`config.mk`:
```
export PLATFORM = sky130hd
export DESIGN_NAME = dmem_lsu_ctrl
export DESIGN_NICKNAME = d
export VERILOG_FILES = /design/src/rtl/dmem_lsu_ctrl.sv
export SDC_FILE = /design/constraint.sdc
export NUM_CORES = 1
export LEC_CHECK = 0
export CORE_MARGIN = 2
export CORE_UTILIZATION = 46
export CTS_CLUSTER_DIAMETER = 150
export DETAILED_ROUTE_END_ITERATION = 10
export PLACE_DENSITY = 0.82
export SYNTH_ARGS = -nofsm -noshare
export SYNTH_HDL_FRONTEND = slang
export SYNTH_SLANG_ARGS = --single-unit
```
`constraint.sdc`:
```
create_clock -name clk_i -period 7 [get_ports clk_i]
set_input_delay 1.4 -clock clk_i [delete_from_list [all_inputs] [get_ports clk_i]]
set_output_delay 1.4 -clock clk_i [all_outputs]
set_load 0.005 [all_outputs]
```
`src/rtl/dmem_lsu_ctrl.sv`:
```
// dmem_lsu_ctrl: byte/half/word load-store controller driving a single-port active-low data SRAM
module dmem_lsu_ctrl #(
  parameter int unsigned ADDR_WIDTH = 13,
  parameter logic [31:0] BASE_ADDR  = 32'h0000_0000
) (
  input  logic                  clk_i,
  input  logic                  rst_i,
  input  logic                  req_valid_i,
  output logic                  req_ready_o,
  input  logic [31:0]           req_addr_i,
  input  logic                  req_we_i,
  input  logic [1:0]            req_size_i,
  input  logic                  req_unsigned_i,
  input  logic [31:0]           req_wdata_i,
  output logic                  resp_valid_o,
  output logic [31:0]           resp_rdata_o,
  output logic                  resp_err_o,
  output logic                  sram_csb_o,
  output logic                  sram_we_o,
  output logic [ADDR_WIDTH-1:0] sram_addr_o,
  output logic [31:0]           sram_wdata_o,
  output logic [3:0]            sram_wmask_o,
  input  logic [31:0]           sram_rdata_i
);
  typedef enum logic [1:0] {IDLE, ACCESS, RDWAIT} state_t;
  state_t state, state_nxt;
  logic [31:0] off, wdata_nxt, ext;
  logic [3:0] mask_nxt;
  logic [1:0] lane, sz;
  logic [15:0] half;
  logic [7:0] byt;
  logic uns, is_load, err_pend, accept, bad, go;
  assign req_ready_o = state == IDLE;
  assign accept = req_valid_i && req_ready_o;
  // window test on the rebased offset also rejects addresses below BASE_ADDR via wraparound
  assign off = req_addr_i - BASE_ADDR;
  assign bad = req_size_i == 2'b11 || (req_size_i == 2'b01 && req_addr_i[0]) ||
               (req_size_i == 2'b10 && req_addr_i[1:0] != 2'b00) || (off >> (ADDR_WIDTH + 2)) != 32'd0;
  assign go = accept && !bad;
  assign mask_nxt = req_size_i == 2'b00 ? 4'b0001 << req_addr_i[1:0] :
                    req_size_i == 2'b01 ? 4'b0011 << req_addr_i[1:0] : 4'b1111;
  assign wdata_nxt = req_size_i == 2'b00 ? {4{req_wdata_i[7:0]}} :
                     req_size_i == 2'b01 ? {2{req_wdata_i[15:0]}} : req_wdata_i;
  always_comb begin
    state_nxt = state == IDLE ? (go ? ACCESS : IDLE) : state == ACCESS ? (is_load ? RDWAIT : IDLE) : IDLE;
    byt = sram_rdata_i[{lane, 3'b000} +: 8];
    half = lane[1] ? sram_rdata_i[31:16] : sram_rdata_i[15:0];
    ext = sz == 2'b00 ? {{24{!uns && byt[7]}}, byt} :
          sz == 2'b01 ? {{16{!uns && half[15]}}, half} : sram_rdata_i;
  end
  always_ff @(posedge clk_i or posedge rst_i)
    if (rst_i) begin
      state        <= IDLE;
      err_pend     <= 1'b0;
      sram_csb_o   <= 1'b1;
      sram_we_o    <= 1'b1;
      sram_addr_o  <= '0;
      sram_wdata_o <= '0;
      sram_wmask_o <= '0;
      lane         <= '0;
      sz           <= '0;
      uns          <= 1'b0;
      is_load      <= 1'b0;
      resp_valid_o <= 1'b0;
      resp_err_o   <= 1'b0;
      resp_rdata_o <= '0;
    end else begin
      state        <= state_nxt;
      err_pend     <= accept && bad;
      sram_csb_o   <= !go;
      sram_we_o    <= !(go && req_we_i);
      sram_wmask_o <= go && req_we_i ? mask_nxt : 4'b0000;
      if (go) begin
        sram_addr_o <= off[ADDR_WIDTH+1:2];
        lane        <= req_addr_i[1:0];
        sz          <= req_size_i;
        uns         <= req_unsigned_i;
        is_load     <= !req_we_i;
      end
      if (go && req_we_i) sram_wdata_o <= wdata_nxt;
      resp_valid_o <= err_pend || (state == ACCESS && !is_load) || state == RDWAIT;
      resp_err_o   <= err_pend;
      resp_rdata_o <= state == RDWAIT ? ext : 32'd0;
    end
endmodule

```
Word level (Yosys, flattened, before mapping)
Cells that the tools add are included.

Register bits after elaboration: 94. Input port bits: 103. Output and inout port bits: 86. Logic and storage cells: 61.

Equality and inequality tests: 6. Shift operators: 3. Mux-type cells: 13. Reductions and logical operators: 25.

Operator list (count): 32-bit two-way mux (5); 32-bit nonzero test (1); 32-bit by 6-bit variable part select with 8-bit output (1); 16-bit two-way mux (1); 4-bit two-way mux (3); 1-bit logical AND (9); 2-bit by 1-bit equality test with 1-bit output, second input constant (3); 2-bit equality test, second input constant (3); 1-bit logical NOT (6); 2-bit logical NOT (3); 2-bit two-way mux (3); 1-bit logical OR (5); 1-bit by 2-bit << shifter with 4-bit output, first input constant (1); 2-bit by 2-bit << shifter with 4-bit output, first input constant (1); 2-bit nonzero test (1); 1-bit two-way mux (1).

Logic depth before layout (Yosys ltp)
Depth after elaboration: 9. Depth in mapped cells: 7. Depth with buffers taken out: 6.

Worst setup path after synthesis
Ideal clock, no wire load.

Path type: input port to flip-flop. Start point: in req_addr_i[0]. End point: reg sram_wdata_o[10]. Library setup time: 125 ps. Arrival time: 2964 ps. Data required time: 6875 ps. Slack: 3911 ps. Stages on the path: 7. Path buffers: 1. Cell sequence: inv_1 ha_1 nand2b_4 a2111oi_4 nand4_4 buf_6 mux2_4.

Word-level cells in the longest chain between the ends: 7. Elaborated cells between the ends (all ways): 9. Those cells by class: reduce/logical (9).

RTL lines: from (decl) (line 10) `input logic [31:0] req_addr_i,`; 2-bit nonzero test / 1-bit logical AND (equally long branches) (line 38, 37); 1-bit logical AND / 1-bit logical OR (equally long branches) (line 38, 37); 1-bit logical OR (*) (line 37) `assign bad = req_size_i == 2'b11 || (req_size_i == 2'b01 && req_addr_i[0]) ||`; 1-bit logical OR (*) (line 38) `(req_size_i == 2'b10 && req_addr_i[1:0] != 2'b00) || (off >> (ADDR_WIDTH + 2)) != 32'd0;`; 1-bit logical NOT (*) (line 39) `assign go = accept && !bad;`; 1-bit logical AND (*) (line 39); 1-bit logical AND (*) (line 80) `if (go && req_we_i) sram_wdata_o <= wdata_nxt;`; to (signal assigned) (line 80); to (decl) (line 21) `output logic [31:0] sram_wdata_o,`.

Every way passes the cells marked *; elsewhere a longest branch is shown, timed or not. A chain may end at the register's enable or synchronous reset.

Worst setup path in the final report
Start point: in req_size_i[0]. End point: reg sram_wdata_o[17].

Word-level cells in the longest chain between the ends: 8. Elaborated cells between the ends (all ways): 14. Those cells by class: eq/ne (3); mux (2); reduce/logical (9).

RTL lines: from (decl) (line 12) `input logic [1:0] req_size_i,`; 2-bit by 1-bit equality test with 1-bit output (line 37, 43); 1-bit logical AND (line 37); 1-bit logical OR (2 in a row) (line 37); 1-bit logical OR (line 38); 1-bit logical NOT (line 39); 1-bit logical AND (line 39); 1-bit logical AND (line 80).

Parallel ways exist; a longest one is shown, timed or not.

==> results by group <==
Job
  – Max capacitance violation total: 0

Synth
  – Ys async rst share: 1.00
  – Dominant synthesized flop cell: dfrtp_1
  – Syn Nets: 462
  – Yosys cell types: 37
  – Sequential share of the synthesized area: 0.529
  – EDFF count, synth: 0
  – Post-synthesis instance area: about 0.0045 mm2
  – Ys Warns: 0
  – Avg Cell Area, Syn: approximately 13 um2
  – Seq cells post-synth: 94
  – Cells after Synth: ~360

Floorplan
  – I/O pin count: 189
  – Initial core utilization: 0.477
  – Die ar.: 0.0105 mm2
  – Row Count: 35
  – Die extent in y: between 100 and 150 um
  – Core footprint: just over 0.009 mm2
  – Die W: 102 um

Final layout
  – Ant diodes: 0
  – Post-Layout Cell Count: 670
  – Layout cells sized above 1: 0.187
  – Core Util, Final: 0.706
  – Fin nets: approximately 640
  – Layout area overhead: 48.0%
  – Fillers: 674

Routing
  – Post-Route WL: 11.8 mm
  – DR vias: 3,506
  – WL per Instance: 17.6 um
  – ANT nets after route: 0
  – Initial DRC Count: 109
  – Vias/cell: ~5.2
  – DRC viols: 0
  – DRT Pass-1 Iters: 5

STA
  – Final Hold Violating Endpoints: 0
  – Worst-Margin Slew: 0.939 ns
  – Final setup fails: 0
  – Peak Freq: 235 MHz
  – Min Tclk post-route: around 4.2 ns
  – Fin. max-slew vios: 0
  – Worst slew margin: 0.372
  – Fin Setup TNS: 0 ns
  – Layout Skew: approximately 0.015 ns
  – Setup ws final: ~2.8 ns
  – Tcrit/Tclk final: 0.607
  – RSZ-0062 raised after global routing: no

Worst setup path
  – Worst-path cell chain: clkdlybuf4s50_1 > nand2b_4 > a2111oi_4 > nand4_4 > mux2_4
  – Slowest-stage cell, CP: clkdlybuf4s50_1
  – Cell depth of the worst flop-to-flop path: 4
  – R2r setup slk: approximately 4.7 ns
  – RR Startpoint: lane[0]
  – Crit path buf inv count: 1
  – Slowest stage delay, CP: between 0.8 and 0.9 ns
  – CP required: around 7.2 ns
  – Max FO, Critical Path: 37
  – Worst EP arrival: ~4.5 ns
  – Worst path top cell family by delay: simple AND/OR/NAND/NOR gates
  – Crit start category: input port
  – Crit Path Category: input port to flop
  – CP Capture Type: flop
  – Reg-to-Reg End: resp_rdata_o[15]

Clock tree
  – Maximum buffer depth of the clock tree: 2
  – Postcts setup bufs: 0
  – Post-CTS Resized: 0
  – Clk sinks: 94
  – Clock Pin Slew Worst Setup and Hold Paths: about 0.090 ns
  – H-tree depth: 3
  – Cts hold-fix bufs: 0
  – Worst skew pair latency: roughly 0.34 ns
  – CTS tree: yes
  – Num CTS Buffers: 9
  – CTS Root Cell: clkbuf_8

Worst hold path
  – Hold EP: resp_err_o
  – Hold Startpoint: err_pend
  – Hold Path Depth: 0
  – Hold WC Path Type: flop to flop

Place
  – Placed Cells: 654
  – Dpl hpwl: roughly 9 mm
  – Routability cong.: a little under 0.9
  – Setup WS pre-CTS: about 2.4 ns
  – PortBufs: about 190

GRT
  – Initial antenna violation count: 0
  – Vias in the first global route: approximately 3,600
  – Largest net degree at the start of global routing: between 60 and 70
  – Gr ovfl total: 0
  – First-pass GRT wire length: approximately 18 mm
  – GRT Total Usage: 0.230

Power and ir drop
  – Power density cells: ~150 mW/mm2
  – Max VDD drop: 0.0000832 V
  – LEAKAGE: a little over 3 nW

Status
  – Status: finished clean
[how the worst max path moves through the flow]
stage                             start          endpoint  slack, ns  cells past startpoint
final                     req_size_i[0]  sram_wdata_o[17]       2.75                      5
after global routing      req_size_i[0]  sram_wdata_o[15]       2.65                      5
after CTS                 req_size_i[0]  sram_wdata_o[22]       2.79                      5
after detailed placement  req_size_i[0]  sram_wdata_o[22]       2.40                      5
after global placement    req_size_i[0]  sram_wdata_o[18]       2.49                      5
after floorplan                   rst_i          err_pend       3.15                      1
[power by group]
part           internal [mW]  switching, mW  total [mW]
Sequential             0.543       0.000302       0.544
Combinational         0.0709         0.0468       0.118
Clock                  0.150          0.186       0.336
Total                  0.764          0.234       0.997
[cells by family (layout without fill, tap and decap cells)]
| logic type | Yosys count | after routing | synth area share |
|---|---|---|---|
| AO/OA/AOI/OAI | 49 | 49 | 0.0728 |
| multiplexers | 84 | 84 | 0.251 |
| adder cells (fa/ha/maj) | 4 | 4 | 0.0112 |
| flip-flops | 94 | 94 | 0.529 |
| AND/OR/NAND/NOR | 80 | 80 | 0.0894 |
| buffers and inverters | 44 | 230 | 0.0464 |
[sequential cells by signal, indices dropped and copies added, names as in the netlist]
| signal | cells |
|---|---|
| sram_csb_o | 1 |
| sram_we_o | 1 |
| is_load | 1 |
| resp_valid_o | 1 |
| sram_wdata_o | 32 |
| state | 2 |
| sram_addr_o | 13 |
| sram_wmask_o | 4 |
| resp_rdata_o | 32 |
| uns | 1 |
| err_pend | 1 |
| resp_err_o | 1 |
| lane | 2 |
| sz | 2 |
[metal layers]
layer	track usage	up-vias	part of all wire
met4	0.0646	0	0.011
met5	0	-	0
met2	0.400	186	0.49
li1	-	1593	-
met1	0.262	1718	0.39
met3	0.0958	9	0.12
[Yosys cell counts, types with 2 or more instances]
master	n	share of area
inv_1	23	0.019
mux2_2	41	0.10
clkbuf_1	12	0.010
a211oi_1	3	0.0051
nand2b_1	2	0.0028
mux2_4	25	0.084
buf_6	5	0.013
a31oi_1	8	0.011
nor2_1	19	0.016
and2_1	2	0.0028
buf_2	3	0.0034
nor3b_1	2	0.0034
a21oi_1	17	0.019
nand2_1	38	0.032
dfrtp_1	92	0.52
mux4_2	8	0.040
dfstp_2	2	0.012
mux2i_1	10	0.022
nor4_1	3	0.0042
a311oi_1	8	0.016
ha_1	4	0.011
o21ai_0	8	0.0090
nor2b_1	5	0.0070
or2_2	2	0.0028
[worst register-to-register path, cell delays in order, from the launching register on]
cell and delay, ns:
dfrtp_1 0.68, mux4_2 0.61, nor2b_1 0.15, o21ai_1 0.56
a221oi_1 0.15
[area by class of cell]
class                           instances  area, um2  area share
Sequential cell                        94       2350       0.358
Timing Repair Buffer                  191       1900       0.289
Multi-Input combinational cell        217       1890       0.287
Tap cell                              129        161      0.0245
Clock buffer                           12        155      0.0236
Inverter                               23       88.8      0.0135
Clock inverter                          4       31.3     0.00475
[layout by cell type (no fill, tap or decap), types with 2 or more instances in the layout]
| cell | instances |
|---|---|
| or2_2 | 2 |
| and2_1 | 2 |
| mux2_2 | 41 |
| nand2_1 | 38 |
| clkinvlp_4 | 3 |
| nor4_1 | 3 |
| nor2b_1 | 5 |
| inv_1 | 22 |
| a31oi_1 | 8 |
| a211oi_1 | 3 |
| mux2_4 | 25 |
| a21oi_1 | 17 |
| ha_1 | 4 |
| a311oi_1 | 8 |
| dfstp_2 | 2 |
| buf_4 | 3 |
| clkdlybuf4s50_1 | 188 |
| dfrtp_1 | 92 |
| o21ai_0 | 8 |
| nor3b_1 | 2 |
| clkbuf_8 | 11 |
| nor2_1 | 19 |
| mux2i_1 | 10 |
| mux4_2 | 8 |
| nand2b_1 | 2 |
[per-stage QoR]
step	area (um2)	power (mW)	hold WS (ns)
5_1_grt	6590	1.04	0.392
4_1_cts	6590	1.01	0.387
3_5_place_dp	6400	0.673	0.376
3_3_place_gp	6400	0.670	0.359
2_1_floorplan	4450	0.595	0.348
6_report	6590	0.997	0.391
Power figures use the tool's default switching activity.
